<file path="src/rtl/transaction_chain_display.sv">
// Pixel sequencer for the transaction chain graphic: a row of alternating
// connector bars and node boxes, emitted one pixel per clock with clipping.
module transaction_chain_display #(
    parameter int unsigned X_W        = 9,
    parameter int unsigned Y_W        = 8,
    parameter int unsigned X_MAX      = 320,
    parameter int unsigned Y_MAX      = 240,
    parameter int unsigned NUM_NODES  = 3,
    parameter int unsigned CONN_W     = 16,
    parameter int unsigned CONN_H     = 2,
    parameter int unsigned NODE_W     = 32,
    parameter int unsigned NODE_H     = 16,
    parameter int unsigned NODE_Y_OFS = 8,
    parameter int unsigned COLOR_W    = 3,
    parameter logic [COLOR_W-1:0] ACTIVE_COLOR = 3'b010,
    parameter logic [COLOR_W-1:0] IDLE_COLOR   = 3'b111,
    localparam int unsigned STAGES = 2 * NUM_NODES + 1,
    localparam int unsigned PROG_W = $clog2(STAGES + 1)
) (
    input  logic               clk,
    input  logic               reset,
    input  logic               start,
    input  logic [X_W-1:0]     start_x,
    input  logic [Y_W-1:0]     start_y,
    input  logic [PROG_W-1:0]  progress,
    output logic [X_W-1:0]     x_coord,
    output logic [Y_W-1:0]     y_coord,
    output logic [COLOR_W-1:0] colour,
    output logic               plot,
    output logic               busy,
    output logic               done
);

    localparam int unsigned MAX_W = (CONN_W > NODE_W) ? CONN_W : NODE_W;
    localparam int unsigned MAX_H = (CONN_H > NODE_H) ? CONN_H : NODE_H;
    localparam int unsigned OX_W  = $clog2(MAX_W + 1);
    localparam int unsigned OY_W  = $clog2(MAX_H + 1);

    typedef enum logic [1:0] {IDLE, DRAW, DONE} state_t;

    state_t              state_q, state_d;
    logic [PROG_W-1:0]   stage_q, stage_d;
    logic [PROG_W-1:0]   prog_q, prog_d;
    logic [OX_W-1:0]     ox_q, ox_d;
    logic [OY_W-1:0]     oy_q, oy_d;
    logic [X_W-1:0]      stage_x_q, stage_x_d;
    logic [Y_W-1:0]      base_y_q, base_y_d;

    logic [X_W-1:0]      x_d;
    logic [Y_W-1:0]      y_d;
    logic [COLOR_W-1:0]  colour_d;
    logic                plot_d, busy_d, done_d;

    logic                is_node, last_x, last_y, last_stage, visible;
    logic [X_W-1:0]      pix_x;
    logic [Y_W-1:0]      pix_y;

    // Current pixel position: odd stages are nodes, raised above the connector row.
    always_comb begin
        is_node    = stage_q[0];
        last_x     = is_node ? (ox_q == OX_W'(NODE_W - 1)) : (ox_q == OX_W'(CONN_W - 1));
        last_y     = is_node ? (oy_q == OY_W'(NODE_H - 1)) : (oy_q == OY_W'(CONN_H - 1));
        last_stage = (stage_q == PROG_W'(STAGES - 1));
        pix_x      = stage_x_q + X_W'(ox_q);
        pix_y      = (is_node ? (base_y_q - Y_W'(NODE_Y_OFS)) : base_y_q) + Y_W'(oy_q);
        visible    = (32'(pix_x) < X_MAX) && (32'(pix_y) < Y_MAX);
    end

    // Next-state, counter and registered-output logic.
    always_comb begin
        state_d   = state_q;
        stage_d   = stage_q;
        prog_d    = prog_q;
        ox_d      = ox_q;
        oy_d      = oy_q;
        stage_x_d = stage_x_q;
        base_y_d  = base_y_q;
        x_d       = x_coord;
        y_d       = y_coord;
        colour_d  = colour;
        plot_d    = 1'b0;
        busy_d    = 1'b0;
        done_d    = 1'b0;

        case (state_q)
            IDLE: begin
                if (start) begin
                    prog_d    = progress;
                    stage_x_d = start_x;
                    base_y_d  = start_y;
                    stage_d   = '0;
                    ox_d      = '0;
                    oy_d      = '0;
                    state_d   = DRAW;
                end
            end
            DRAW: begin
                x_d      = pix_x;
                y_d      = pix_y;
                colour_d = (stage_q < prog_q) ? ACTIVE_COLOR : IDLE_COLOR;
                plot_d   = visible;
                busy_d   = 1'b1;
                if (!last_x) begin
                    ox_d = ox_q + OX_W'(1);
                end else begin
                    ox_d = '0;
                    if (!last_y) begin
                        oy_d = oy_q + OY_W'(1);
                    end else begin
                        // Stage boundary: next origin is this origin plus this stage's width.
                        oy_d      = '0;
                        stage_d   = stage_q + PROG_W'(1);
                        stage_x_d = stage_x_q + (is_node ? X_W'(NODE_W) : X_W'(CONN_W));
                        if (last_stage) begin
                            state_d = DONE;
                        end
                    end
                end
            end
            DONE: begin
                done_d  = 1'b1;
                state_d = IDLE;
            end
            default: begin
                state_d = IDLE;
            end
        endcase
    end

    always_ff @(posedge clk) begin
        if (reset) begin
            state_q   <= IDLE;
            stage_q   <= '0;
            prog_q    <= '0;
            ox_q      <= '0;
            oy_q      <= '0;
            stage_x_q <= '0;
            base_y_q  <= '0;
            x_coord   <= '0;
            y_coord   <= '0;
            colour    <= '0;
            plot      <= 1'b0;
            busy      <= 1'b0;
            done      <= 1'b0;
        end else begin
            state_q   <= state_d;
            stage_q   <= stage_d;
            prog_q    <= prog_d;
            ox_q      <= ox_d;
            oy_q      <= oy_d;
            stage_x_q <= stage_x_d;
            base_y_q  <= base_y_d;
            x_coord   <= x_d;
            y_coord   <= y_d;
            colour    <= colour_d;
            plot      <= plot_d;
            busy      <= busy_d;
            done      <= done_d;
        end
    end

endmodule

</file>
<file path="config.mk">
export PLATFORM = sky130hd
export DESIGN_NAME = transaction_chain_display
export DESIGN_NICKNAME = d
export VERILOG_FILES = /design/src/rtl/transaction_chain_display.sv
export SDC_FILE = /design/constraint.sdc
export NUM_CORES = 1
export LEC_CHECK = 0
export CORE_MARGIN = 3
export CORE_UTILIZATION = 45
export CTS_CLUSTER_DIAMETER = 40
export DETAILED_ROUTE_END_ITERATION = 12
export PLACE_DENSITY = 0.68
export SKIP_LAST_GASP = 1
export SLEW_MARGIN = 10
export SYNTH_ARGS = -nofsm -noshare
export SYNTH_HDL_FRONTEND = slang
export SYNTH_SLANG_ARGS = --single-unit
</file>
<file path="constraint.sdc">
create_clock -name clk -period 2.98 [get_ports clk]
set_input_delay 0.596 -clock clk [delete_from_list [all_inputs] [get_ports clk]]
set_output_delay 0.596 -clock clk [all_outputs]
set_load 0.05 [all_outputs]
</file>
==> results.toml, run 1 <==
[floorplanning]
row_count = 29
die-width_microns = 89.2
die_area_sq_mm = 0.00796
die_height_microns = 89.2
start_util_pct = 47.7
io_pins = 46
core_sq_mm = 0.00653

[cells_and_area]
multi_input_area_sq_mm = 0.00180
design_area_sq_mm = 0.00377
drive_gt1_share_pct = 6.31
final_common_cell = "nand2_1"
syn_to_final_growth_pct = 21.0
mostFrequentLayoutCells = "65 x nand2_1, 58 x dfxtp_1, 44 x clkdlybuf4s50_1"
ff_latch_area_sq_mm = 0.00116
fin_nets = 469
fillers = 619
antenna_cells = 0

[run_status]
status = "finished clean"

[setup_path]
critPathRequiredTime_ns = 3.23
setup.worst_path.start_class = "flip-flop"
worstRegToRegCells = 8
r2r_start = "ox_q[0]$_SDFFE_PP0P_"
r2r-end = "plot$_SDFF_PP0_"
r2r_setup_slack_ns = 0.57
cp_max_fo = 6
criticalPathCategory = "flip-flop to flip-flop"
crit_arrival_ns = 2.66
crit_path_end_kind = "flip-flop"
worstSetupStartpoint = "ox_q[0]$_SDFFE_PP0P_"

[timing]
fmax_mhz = 415
hold_violations = 0
tightest_slew_ns = 0.619
finalMaxSlewViolations = 0
setup_violations = 0
relSlewSlack_pct = 58.8
fin_tns_setup_ns = 0
finalCriticalPeriod_ns = 2.41
rsz0062_at_grt = "false"
finalCritPeriodShare_pct = 80.9
fin_ws_ns = 0.570
fin_worst_skew_ns = 0.00604

[place]
post-dp-hpwl_microns = 5140
dp_slack_ns = 0.604
io_buffers = 45
placed_cell_area_sq_mm = 0.00359
place.gp.congestion = 0.849

[grt]
top_usage_layer = "met2"
gr-total-overflow = 0
antenna_found_initial = 0
met1_usage_pct = 28.4
grt_pass1_vias = 2533
grt_max_degree = 32
grt_use_met3_pct = 4.79
use_met2_pct = 28.8
grt_usage_pct = 19.9
grt_pass1_wl_microns = 12200

[cts]
ctsHoldBuffers = 0
cts_setup_buffers = 0
clkSinkCount = 58
clk-insertion-delay-late_ns = 0.33
clock_path_buffers = 2
htree_levels = 3
cts_tree = "yes"
cts_resized = 0
path_clk_slew_ns = 0.07
root_buffer = "clkbuf_8"
numCtsBuffers = 9

[route]
dr.pass1.iters = 4
route.detailed.drc = 0
first_iter_violations = 112
vias = 2759
post_drt_via_cell_ratio = 5.46
post_drt_wl_per_cell_microns = 14.2
drtAntennaViolNets = 0
drt-total-wl_microns = 7160

[synth]
synth_warnings = 0
synth_cell_types = 53
synth_area_per_cell_sq_um = 8.12
syn_nets = 430
async_reset_ff_share_pct = 0
synth.ff_latch_count = 58
synth_area_sq_mm = 0.00312
synth-main-ff-cell = "dfxtp_1"
synth_edf_count = 0
synthCells = 384
ys_seq_area_share_pct = 37.3

[job]
drv_cap = 0

[power]
p_leak_uw = 0.00148
p_per_area_mw_per_mm2 = 492
ir_drop_v = 0.000323

[worst_hold_path]
hp-start = "y_coord[4]$_SDFFE_PP0P_"
min_to = "y_coord[4]$_SDFFE_PP0P_"
hold_path_class = "flip-flop to flip-flop"
hold_depth = 2
==> where the power goes <==
group	total, uW	switching [uW]	internal (uW)
Clock	674	306	368
Sequential	850	35.8	814
Combinational	333	202	131
==> critical path, stage by stage, from the launching register on <==
cell and delay, ns:
dfxtp_1 0.35, ha_1 0.24, fa_1 0.42, a21oi_1 0.17, clkinv_1 0.10, a41oi_1 0.49
and3_1 0.24, o21ai_0 0.11, a211oi_1 0.22
==> cell families after synthesis <==
logic type / count (synthesis) / synth area share (%)
multiplexers: 3 / 0.964
adder cells (fa/ha/maj): 23 / 9.96
AND/OR/NAND/NOR: 149 / 21.8
AO/OA/AOI/OAI: 99 / 20.4
flip-flops: 58 / 37.3
buffers and inverters: 36 / 5.18
XOR/XNOR: 16 / 4.50
==> through the flow <==
step                hold slack, ns  cells  power [uW]  utilization, %
floorplan                    0.434    384        1090               -
global placement             0.442    489        1200            55.0
detailed placement           0.446    489        1200            55.0
CTS                          0.455    505        1880            57.8
global route                 0.472    505        1960            57.8
finish                       0.452    505        1860            57.8
==> flip-flops by register name (all words and copies together), names as in the netlist <==
name	flops
base_y_q	8
busy	1
colour	2
done	1
ox_q	6
oy_q	5
plot	1
prog_q	3
stage_q	3
stage_x_q	9
state_q	2
x_coord	9
y_coord	8
==> cell type report <==
class,count,share of cell area [%]
clock inverters,2,0.265
repair buffers,50,12.8
inverters,14,1.39
multi-input cells,290,47.6
well taps,77,2.55
flip-flops and latches,58,30.8
clock buffers,14,4.58
==> cells in the mapped netlist (all sizes together) (2+ instances only) <==
cell,count,area (sq um)
a22oi,2,15.0
nor3,6,35.0
inv,13,48.8
xor2,8,70.1
xnor2,8,70.1
a21o,6,45.0
clkbuf,15,56.3
nand2,65,244
mux2i,3,30.0
dfxtp,58,1160
a21oi,41,205
and3,5,31.3
and2,2,12.5
nand3b,2,15.0
or3,4,25.0
a32oi,2,17.5
a211oi,12,95.1
fa,3,60.1
nor2b,5,31.3
o21a,2,15.0
ha,20,250
nor4b,3,26.3
nand3,4,20.0
or2,2,12.5
buf,7,52.6
nor2,41,154
nand2b,3,18.8
o21ai,17,85.1
a311oi,3,26.3
o31ai,3,22.5
nand4,3,18.8
==> how the worst max path moves through the flow <==
stage                     slack (ns)  cells past startpoint               to
final                           0.57                      8  plot$_SDFF_PP0_
after global routing            0.36                      8  plot$_SDFF_PP0_
after CTS                       0.58                      8  plot$_SDFF_PP0_
after detailed placement        0.60                      8  plot$_SDFF_PP0_
after global placement          0.60                      8  plot$_SDFF_PP0_
after floorplan                 0.90                      8  plot$_SDFF_PP0_
==> per-layer routing <==
layer | part of all wire [%] | routed length, microns
met5 | 0 | 0
met1 | 51 | 3650
met4 | 1.9 | 133
met3 | 4.9 | 349
met2 | 42 | 3030
(Power assumes the default switching activity.)
==> run 2, diff against run 1 <==
==> constraint.sdc (replaced) <==
create_clock -name clk -period 2.35 [get_ports clk]
set_input_delay 0.47 -clock clk [delete_from_list [all_inputs] [get_ports clk]]
set_output_delay 0.47 -clock clk [all_outputs]
set_load 0.05 [all_outputs]
==> results.toml, run 2 (same netlist as run 1, synthesis figures left out) <==
[run_status]
status = "finished clean"

[cells_and_area]
utilization_pct = 59.0
final_common_cell = "nand2_1"
final_cells = 512
mostFrequentLayoutCells = "65 x nand2_1, 56 x dfxtp_1, 44 x clkdlybuf4s50_1"
antenna_cells = 0
largestRegisters = "stage_x_q: 9 flops, x_coord: 9 flops"
fin_nets = 479
syn_to_final_growth_pct = 23.6
drive_gt1_share_pct = 8.74

[route]
wl_met1_microns = 3480
top_layer = "met4"
post_drt_wl_per_cell_microns = 13.9
route.detailed.drc = 0
dr_wl_met3_microns = 350
met2_wirelength_microns = 3200
drtAntennaViolNets = 0
first_iter_violations = 100
drt-total-wl_microns = 7140
vias = 2778
post_drt_via_cell_ratio = 5.43
dr.pass1.iters = 4

[timing]
relSlewSlack_pct = 64.0
setup_violations = 0
fmax_mhz = 464
fin_worst_skew_ns = 0.00696
fin_tns_setup_ns = 0
hold_violations = 0
fin_ws_ns = 0.196
rsz0062_at_grt = "false"
finalMaxSlewViolations = 0
finalCriticalPeriod_ns = 2.15
tightest_slew_ns = 0.539
finalCritPeriodShare_pct = 91.6

[floorplanning]
io_pins = 46
row_count = 29
die_height_microns = 89.2
die_area_sq_mm = 0.00796
die-width_microns = 89.2
core_sq_mm = 0.00653
start_util_pct = 47.7

[cts]
clk-insertion-delay-late_ns = 0.33
cts_tree = "yes"
clkSinkCount = 58
clock_path_buffers = 2
numCtsBuffers = 9
ctsHoldBuffers = 0
htree_levels = 3
path_clk_slew_ns = 0.06
root_buffer = "clkbuf_8"

[setup_path]
crit_arrival_ns = 2.35
setup.worst_path.start_class = "flip-flop"
criticalPathCategory = "flip-flop to flip-flop"
r2r_start = "ox_q[4]$_SDFFE_PP0P_"
crit_path_end_kind = "flip-flop"
r2r_setup_slack_ns = 0.20
worstRegToRegCells = 7
worstSetupStartpoint = "ox_q[4]$_SDFFE_PP0P_"
cp_max_fo = 6
critPathRequiredTime_ns = 2.55
r2r-end = "plot$_SDFF_PP0_"

[grt]
grt_pass1_wl_microns = 12000
grt_max_degree = 30
antenna_found_initial = 0
grt_usage_pct = 19.5
grt_pass1_vias = 2582
gr-total-overflow = 0

[place]
place.gp.congestion = 0.864
io_buffers = 45
dp_slack_ns = 0.184
post-dp-hpwl_microns = 5180
dp.cells = 499

[power]
ir_drop_v = 0.000394
power.total_uw = 2300
p_per_area_mw_per_mm2 = 597
p_leak_uw = 0.00153

[job]
drv_cap = 0

[worst_hold_path]
min_to = "busy$_SDFF_PP0_"
hold_path_class = "input port to flip-flop"
hp-start = "reset"
hold_depth = 2
==> run 2: changes by cell type in the layout (fill, tap and decap cells not counted), moves of 2 or more <==
cell / delta
dfxtp_2: +2
clkinv_2: -2
buf_4: +9
dfxtp_1: -2
==> run 2: how the worst max path moves through the flow <==
| stage | to | slack (ns) |
|---|---|---|
| detailed placement | plot$_SDFF_PP0_ | 0.18 |
| global placement | plot$_SDFF_PP0_ | 0.20 |
| floorplan | plot$_SDFF_PP0_ | 0.27 |
| CTS | plot$_SDFF_PP0_ | 0.17 |
| finish | plot$_SDFF_PP0_ | 0.20 |
| global route | plot$_SDFF_PP0_ | 0.02 |
==> run 2: through the flow <==
| step | cell area, sq um | hold WS, ns |
|---|---|---|
| floorplan | 3120 | 0.434 |
| global placement | 3680 | 0.441 |
| global route | 3850 | 0.368 |
| detailed placement | 3680 | 0.444 |
| CTS | 3840 | 0.353 |
| finish | 3850 | 0.370 |
==> run 2: final cells by class <==
class                   count  area, sq um
inverters                  14         52.6
well taps                  77         96.3
repair buffers             60          571
multi-input cells         290         1810
fillers                   592         2680
clock buffers              13          159
flip-flops and latches     58         1160
==> run 2: critical path, cell delays in order, from the launching register on <==
cell,delay (ns)
dfxtp_1,0.35
ha_1,0.40
and3_1,0.23
a221oi_1,0.43
a32oi_1,0.14
and3_1,0.20
o21ai_0,0.21
a211oi_1,0.08
==> run 2: report_power, final <==
part | internal (uW) | switching [uW] | total, uW
clock | 424 | 356 | 779
combinational | 182 | 264 | 446
sequential | 1030 | 42.5 | 1080
==> run 2: per-layer routing <==
| metal | vias up | track usage [%] |
|---|---|---|
| li1 | 1431 | - |
| met1 | 1269 | 27.7 |
| met2 | 69 | 28.7 |
| met3 | 9 | 3.41 |
| met4 | 0 | 8.66 |
| met5 | - | 0 |
==> run 2: timing repair <==
item                       CTS  global route
hold endpoints to repair     0             0
setup endpoints to repair    0             2
resized for setup            0             4
setup buffers                0             0
==> run 3, diff against run 2 <==
--- a/config.mk
+++ b/config.mk
@@ -5,7 +5,7 @@
 export SDC_FILE = /design/constraint.sdc
 export NUM_CORES = 1
 export LEC_CHECK = 0
-export CORE_MARGIN = 3
+export CORE_MARGIN = 2
 export CORE_UTILIZATION = 45
 export CTS_CLUSTER_DIAMETER = 40
 export DETAILED_ROUTE_END_ITERATION = 12
==> results.toml, run 3 (same netlist as run 1, synthesis figures left out) <==
[run_status]
status = "finished clean"

[route]
dr.pass1.iters = 4
drt-total-wl_microns = 7110
first_iter_violations = 98
post_drt_wl_per_cell_microns = 13.8
drtAntennaViolNets = 0
vias = 2791
post_drt_via_cell_ratio = 5.42
route.detailed.drc = 0

[setup_path]
crit_chain = "ha_1 > and3_1 > a221oi_1 > a32oi_1 > and3_1 > o21ai_0 > a211oi_1"
critical_path.most_common_cell = "and3_1"
criticalPathCategory = "flip-flop to flip-flop"
setup.worst_path.start_class = "flip-flop"
path_delay_family = "compound AO/OA/AOI/OAI gates"
max_stage_delay_ns = 0.48
crit_path_end_kind = "flip-flop"
worst_path_max_delay_cell = "a221oi_1"
crit_buf_inv = 0
cp_max_fo = 6
crit_arrival_ns = 2.41
critPathRequiredTime_ns = 2.54

[timing]
tightest_slew_ns = 0.529
finalCriticalPeriod_ns = 2.22
fin_tns_setup_ns = 0
hold_violations = 0
fin_worst_skew_ns = 0.00758
finalCritPeriodShare_pct = 94.5
fmax_mhz = 450
relSlewSlack_pct = 64.6
rsz0062_at_grt = "false"
whs_ns = 0.452
finalMaxSlewViolations = 0
setup_violations = 0

[power]
p_leak_uw = 0.00153
p_per_area_mw_per_mm2 = 612
ir_drop_v = 0.000413

[cts]
path_clk_slew_ns = 0.06
clkSinkCount = 58
cts_setup_buffers = 0
cts_tree = "yes"
root_buffer = "clkbuf_8"
htree_levels = 3
numCtsBuffers = 9
clk-insertion-delay-late_ns = 0.32
clock_path_buffers = 2

[grt]
grt_usage_pct = 20.6
grt_pass1_vias = 2655
grt_max_degree = 36
antenna_found_initial = 0
grt_pass1_wl_microns = 12400
gr-total-overflow = 0

[place]
place.gp.congestion = 0.796
placed_cell_area_sq_mm = 0.00366
post-dp-hpwl_microns = 5150
io_buffers = 45

[cells_and_area]
fin_nets = 476
drive_gt1_share_pct = 8.28
largestRegisters = "stage_x_q: 9 flops, x_coord: 9 flops"
final_common_cell = "nand2_1"
design_area_sq_mm = 0.00385
mostFrequentLayoutCells = "65 x nand2_1, 57 x dfxtp_1, 44 x clkdlybuf4s50_1"
syn_to_final_growth_pct = 23.5
fillers = 659
antenna_cells = 0

[job]
drv_cap = 0

[floorplanning]
core_sq_mm = 0.00676
die_height_microns = 87.2
row_count = 30
start_util_pct = 46.1
io_pins = 46
die-width_microns = 87.2
die_area_sq_mm = 0.00761

[worst_hold_path]
hold_path_class = "flip-flop to flip-flop"
## run 3: changes by cell type in the layout (fill, tap and decap cells not counted)
cell / previous run / this run
nor4b_1: 2 / 3
clkinv_2: 0 / 2
buf_4: 14 / 11
dfxtp_2: 2 / 1
dfxtp_1: 56 / 57
clkbuf_8: 11 / 12
nor4b_2: 1 / 0
## run 3: path summary, 6_finish.rpt
| kind | to | depth (start not counted) | start | slack [ns] |
|---|---|---|---|---|
| worst max-delay path | plot$_SDFF_PP0_ | 7 | ox_q[4]$_SDFFE_PP0P_ | 0.13 |
| worst min register to register | x_coord[4]$_SDFFE_PP0P_ | 2 | x_coord[4]$_SDFFE_PP0P_ | 0.45 |
| worst max register to register | plot$_SDFF_PP0_ | 7 | ox_q[4]$_SDFFE_PP0P_ | 0.13 |
| worst min-delay path | x_coord[4]$_SDFFE_PP0P_ | 2 | x_coord[4]$_SDFFE_PP0P_ | 0.45 |
## run 3: per-layer routing
metal  share of wire (%)  routed length [microns]  global-route usage (%)
met4                0.45                       32                    4.20
met3                 3.6                      258                    4.55
met5                   0                        0                       0
met1                  50                     3520                    28.2
met2                  46                     3290                    33.5
## run 3: final cells by class
class | instances | area (sq um) | area share, %
Clock buffer | 14 | 173 | 4.48
Clock inverter | 2 | 10.0 | 0.260
Inverter | 14 | 52.6 | 1.36
Multi-Input combinational cell | 290 | 1800 | 46.9
Sequential cell | 58 | 1160 | 30.2
Tap cell | 80 | 100 | 2.60
Timing Repair Buffer | 57 | 548 | 14.2
## run 3: report_power, final
group | internal (uW) | switching [uW] | total [uW]
Sequential | 1030 | 43.0 | 1080
Combinational | 176 | 262 | 438
Clock | 467 | 376 | 843
Total | 1680 | 681 | 2360
## run 3: what timing repair did
item / in CTS / in global routing
hold buffers: 0 / 0
setup endpoints to repair: 0 / 3
resized for setup: 0 / 2
## run 3: through the flow
step / power [uW] / instances / worst slack, ns / util [%]
4_1_cts: 2380 / 515 / 0.0780 / 56.9
3_5_place_dp: 1530 / 499 / 0.0956 / 54.1
5_1_grt: 2480 / 515 / 0.00814 / 57.0
3_3_place_gp: 1530 / 499 / 0.182 / 54.1
2_1_floorplan: 1390 / 384 / 0.266 / -
6_report: 2360 / 515 / 0.130 / 57.0
## run 3: worst min-delay path, cell delays in order, from the launching register on
cell and delay, ns:
dfxtp_1 0.31, nand2_1 0.05, a21oi_1 0.05
==> RTL edit 1 (flow settings as in run 1) <==
`ox_q`, `oy_q` and `stage_x_q` no longer have a reset.
--- a/src/rtl/transaction_chain_display.sv
+++ b/src/rtl/transaction_chain_display.sv
@@ -134,5 +134,2 @@
             prog_q    <= '0;
-            ox_q      <= '0;
-            oy_q      <= '0;
-            stage_x_q <= '0;
             base_y_q  <= '0;
@@ -148,5 +145,2 @@
             prog_q    <= prog_d;
-            ox_q      <= ox_d;
-            oy_q      <= oy_d;
-            stage_x_q <= stage_x_d;
             base_y_q  <= base_y_d;
@@ -161,2 +155,8 @@
 
+    always_ff @(posedge clk) begin
+        ox_q      <= ox_d;
+        oy_q      <= oy_d;
+        stage_x_q <= stage_x_d;
+    end
+
 endmodule
Formal check against the unedited RTL: same outputs for any inputs over 10 cycles, from zero or initial values and one cycle with reset high; that may be too few to reach the edited logic, so the function may still have changed.
==> RTL edit 1 against run 1 <==
  * Critical path depth rose by 2
  * Worst setup slack worse by 0.069 ns
  * First-iteration DRC count is 29% higher
  * Design area grew 1.2%
  * Total power grew 14%
  * Non-clock buffer count fell by 1
  * Count of clock-buffer cells in the layout rose by 1
  * Fmax down 2.8%
  * Routed wire length is 4.5% lower
  * Area after synthesis down 0.60%
  * Combinational power up 37%
  * Global-route usage fell by 1.0 points
  * Sequential cell count did not move
==> RTL edit 1: results (changes against run 1) <==
| Metric | Value |
|---|---|
| Crit-path max FO | `5 (was 6)` |
| R2R depth | `10 (was 8)` |
| Worst r2r src | `base_y_q[3] (was ox_q[0])` |
| Commonest cells in the netlist | `64 x nand2_1, 38 x dfxtp_1, 35 x a21oi_1, 35 x nor2_1 (was 65 x nand2_1, 58 x dfxtp_1, 41 x a21oi_1, 41 x nor2_1, 20 x ha_1)` |
| Post-CTS Repair Setup Buffers | `0 (unchanged)` |
| Status | `complete, no violations (unchanged)` |
| Hold Path End | `x_coord[5] (was y_coord[4])` |
| Main synth FF type | `dfxtp_1 (unchanged)` |
| Static leakage | `1.50 nW (was 1.48 nW)` |
| Final hold slack | `0.450 ns (was 0.452 ns)` |
| H-Tree Depth | `3 (unchanged)` |
| Post-synth EDFFs | `20 (was 0)` |
| Fin Clk Skew | `0.00676 ns (was 0.00604 ns)` |
| Total CTS buffers | `9 (unchanged)` |
| Largest buffer count on any clock path | `2 (unchanged)` |
| Top flop regs | `stage_x_q: 9 flops, x_coord: 9 flops (unchanged)` |
| 1st-iter DRT viols | `144 (was 112)` |
| Final RePlAce weighted congestion | `0.813 (was 0.849)` |
| DRT Wirelength | `6840 µm (was 7160 µm)` |
| Clk slew on worst S/H paths | `0.07 ns (about the same)` |
| Post-Syn Nets | `398 (was 430)` |
| Via Count | `2550 (was 2759)` |
| Slew @ Worst Pin | `0.637 ns (was 0.619 ns)` |
| Synth cell types | `46 (was 53)` |
| Vias in the first global route | `2443 (was 2533)` |
| Worst VDD drop | `0.270 mV (was 0.323 mV)` |
| Post-Place Worst Slack | `0.546 ns (was 0.604 ns)` |
| R2r endpoint | `plot (unchanged)` |
| Initial antenna violation count | `0 (unchanged)` |
| Share of layout cells above drive strength 1 | `0.0622 (was 0.0631)` |
| Setup slack, reg-to-reg | `0.50 ns (was 0.57 ns)` |
| Largest net degree at the start of global routing | `36 (was 32)` |
| First-pass GRT wire length | `11400 µm (was 12200 µm)` |
| Top post-synthesis cells by area | `dfxtp_1 25%, edfxtp_1 19%, ha_1 8.1%, nand2_1 7.8%, a21oi_1 5.7% (was dfxtp_1 37%, ha_1 8.0%, nand2_1 7.8%, a21oi_1 6.6%, nor2_1 4.9%)` |
| Critical hold path startpoint | `x_coord[5] (was y_coord[4])` |
| NumNets Final | `443 (was 469)` |
| Fillers | `571 (was 619)` |
| Arrival time at the worst endpoint | `2.74 ns (was 2.66 ns)` |
| Antenna cells | `0 (unchanged)` |
| GRT Overall Usage | `0.189 (was 0.199)` |
| Post-synthesis sequential area ratio | `0.439 (was 0.373)` |
| Detailed Place HPWL | `4950 µm (was 5140 µm)` |
RTL edit 1: cell types whose count changed after synthesis, moves of 5 or more:
cell / run 1 / this run
a211oi_1: 11 / 6
inv_1: 12 / 17
nand3_1: 4 / 9
dfxtp_1: 58 / 38
edfxtp_1: 0 / 20
nor2_1: 41 / 35
a21oi_1: 41 / 35
nand2b_1: 3 / 8
RTL edit 1: worst max path at each step:
stage                     slack, ns   end   startpoint
final                          0.50  plot  base_y_q[3]
after global routing           0.27  plot   stage_q[0]
after CTS                      0.52  plot      oy_q[0]
after detailed placement       0.55  plot      oy_q[0]
after global placement         0.63  plot  base_y_q[3]
after floorplan                0.75  plot      oy_q[0]
RTL edit 1: cell type report:
cell class,instances,area [µm²],share of cell area
Timing Repair Buffer,49,480,0.126
Inverter,17,63.8,0.0167
Multi-Input combinational cell,262,1610,0.422
Tap cell,77,96.3,0.0252
Clock buffer,15,198,0.0518
Sequential cell,58,1360,0.357
Clock inverter,1,5.00,0.00131
RTL edit 1: logic make-up after synthesis:
| logic type | count (synthesis) | share of synthesized area |
|---|---|---|
| multiplexers | 1 | 0.00323 |
| buffers and inverters | 32 | 0.0408 |
| XOR/XNOR | 20 | 0.0565 |
| AND/OR/NAND/NOR | 144 | 0.213 |
| AO/OA/AOI/OAI | 74 | 0.147 |
| adder cells (fa/ha/maj) | 23 | 0.100 |
| flip-flops | 58 | 0.439 |
RTL edit 1: per-stage QoR:
stage	instance area [µm²]	std cells
finish	3820	479
global route	3820	479
CTS	3820	479
detailed placement	3610	463
global placement	3610	463
floorplan	3100	352
RTL edit 1: report_power, final:
part	switching (W)	internal, W	total (W)
clock	0.000301	0.000420	0.000722
combinational	0.000272	0.000184	0.000456
sequential	0.0000510	0.000883	0.000934
total	0.000624	0.00149	0.00211
RTL edit 1: per-layer routing:
layer  track usage  routed length [µm]
met1         0.249                3180
met2         0.303                3250
met3        0.0359                 290
met4        0.0825                 111
met5             0                   0
RTL edit 1: critical path: stages, from the launching register on:
cell and delay, ns:
dfxtp_1 0.41, inv_1 0.06, ha_1 0.27, a21oi_1 0.06
ha_1 0.36, o21ai_0 0.10, a21oi_1 0.24, nor3b_1 0.10
or4_1 0.53, nand4_1 0.12, a2bb2oi_1 0.15
==> RTL edit 2 (config.mk and constraints of run 1) <==
Made on the original files. The parameter `Y_MAX` goes from 240 to 120.
--- a/src/rtl/transaction_chain_display.sv
+++ b/src/rtl/transaction_chain_display.sv
@@ -6,3 +6,3 @@
     parameter int unsigned X_MAX      = 320,
-    parameter int unsigned Y_MAX      = 240,
+    parameter int unsigned Y_MAX      = 120,
     parameter int unsigned NUM_NODES  = 3,
Check against the original RTL: not equivalent (a bounded check fails within 4 cycles, from zero or initial values and one cycle with reset high).
==> RTL edit 2 against run 1 <==
  * Worst setup slack lost 0.017 ns
  * Routed wire length shrank 2.4%
  * Clock skew grew 0.0039 ns
  * Area after synthesis shrank 1.2%
  * Synthesized cell count shrank 2.6%
  * First-iteration DRC count grew 0.89%
  * Utilization shrank 0.31 points
  * Sequential cell count is the same
  * Design area shrank 1.1%
  * Total power shrank 4.2%
  * Largest power group unchanged
==> RTL edit 2: results (changes against run 1) <==
| Metric | Value |
|---|---|
| Fin crit share | `0.814 (was 0.809)` |
| Critical hold path startpoint | `x_coord[5] (was y_coord[4])` |
| Clock buffer count | `12 (was 14)` |
| Status | `complete, no violations (unchanged)` |
| Crit-path max FO | `5 (was 6)` |
| Grt met2 use | `0.286 (was 0.288)` |
| Net switching fraction of the power | `0.287 (was 0.293)` |
| Internal power | `0.00127 W (was 0.00131 W)` |
| Vias in the first global route | `2381 (was 2533)` |
| Final hold slack | `0.447 ns (was 0.452 ns)` |
| DIE WIDTH | `88.7 µm (was 89.2 µm)` |
| Inverters | `9 (was 14)` |
| Top post-synthesis cells by area | `dfxtp_1 38%, nand2_1 8.9%, ha_1 8.1%, a21oi_1 6.8%, nor2_1 3.9% (was dfxtp_1 37%, ha_1 8.0%, nand2_1 7.8%, a21oi_1 6.6%, nor2_1 4.9%)` |
| Worst setup EP type | `flop (unchanged)` |
| Seq cells | `58 (unchanged)` |
| Met3 Wirelength | `317 µm (was 349 µm)` |
| Met2 wire len | `3190 µm (was 3030 µm)` |
| Rel. slew slack | `0.351 (was 0.588)` |
| Detailed Place HPWL | `4900 µm (was 5140 µm)` |
| Static leakage | `1.48 nW (about the same)` |
| 1st-iter DRT viols | `113 (was 112)` |
| Placed cell areas | `3560 µm² (was 3590 µm²)` |
| First-pass GRT wire length | `11200 µm (was 12200 µm)` |
| Largest net degree at the start of global routing | `34 (was 32)` |
| Post-synthesis sequential area ratio | `0.377 (was 0.373)` |
| Worst VDD drop | `0.215 mV (was 0.323 mV)` |
| Vias per inst | `5.37 (was 5.46)` |
| Commonest cells in the netlist | `73 x nand2_1, 58 x dfxtp_1, 42 x a21oi_1, 32 x nor2_1, 20 x ha_1 (was 65 x nand2_1, 58 x dfxtp_1, 41 x a21oi_1, 41 x nor2_1, 20 x ha_1)` |
| Multi-input gates | `286 (was 290)` |
| Arrival time at the worst endpoint | `2.67 ns (was 2.66 ns)` |
| Share of layout cells above drive strength 1 | `0.0742 (was 0.0631)` |
| Met1 usage | `0.248 (was 0.284)` |
| Post-Syn Nets | `420 (was 430)` |
| NumNets Final | `460 (was 469)` |
| NonClk Buf Share | `0.129 (was 0.128)` |
| CP max-delay cell | `fa_1 (was a41oi_1)` |
| GRT Overall Usage | `0.185 (was 0.199)` |
| Design area | `3730 µm² (was 3770 µm²)` |
| Fin Clk Skew | `0.00995 ns (was 0.00604 ns)` |
| Synth cell types | `50 (was 53)` |
| Post-Place Worst Slack | `0.581 ns (was 0.604 ns)` |
| Multi-input gate share of total cell area | `0.479 (was 0.476)` |
| Final RePlAce weighted congestion | `0.792 (was 0.849)` |
| Clk tree area frac | `0.0456 (was 0.0484)` |
| Clock share of power | `0.358 (was 0.363)` |
| Setup slack, reg-to-reg | `0.55 ns (was 0.57 ns)` |
| Hold Path End | `x_coord[5] (was y_coord[4])` |
| Worst r2r src | `ox_q[0] (unchanged)` |
==> RTL edit 2: cell count changes after synthesis, sizes merged, moves of 4 or more <==
| cell | delta |
|---|---|
| nor2b | -4 |
| nand2 | +8 |
| inv | -4 |
| nor2 | -8 |
| o21ai | -7 |
| and3 | -4 |
==> RTL edit 2: worst min-delay path, delay by kind of cell, from the launching register on <==
family / cells / cell delay [ns]
and+or+nand+nor: 1 / 0.05
AOI/OAI and AO/OA: 1 / 0.05
DFF: 1 / 0.31
==> RTL edit 2: cell families (layout without fill, tap and decap cells) <==
group	Yosys count	in the layout	share of synthesized area
flops	58	58	0.377
fa+ha+maj	23	23	0.101
xor+xnor	21	21	0.0597
mux	4	4	0.0130
buf+inv	30	74	0.0439
simple gates	148	148	0.222
compound gates	90	90	0.184
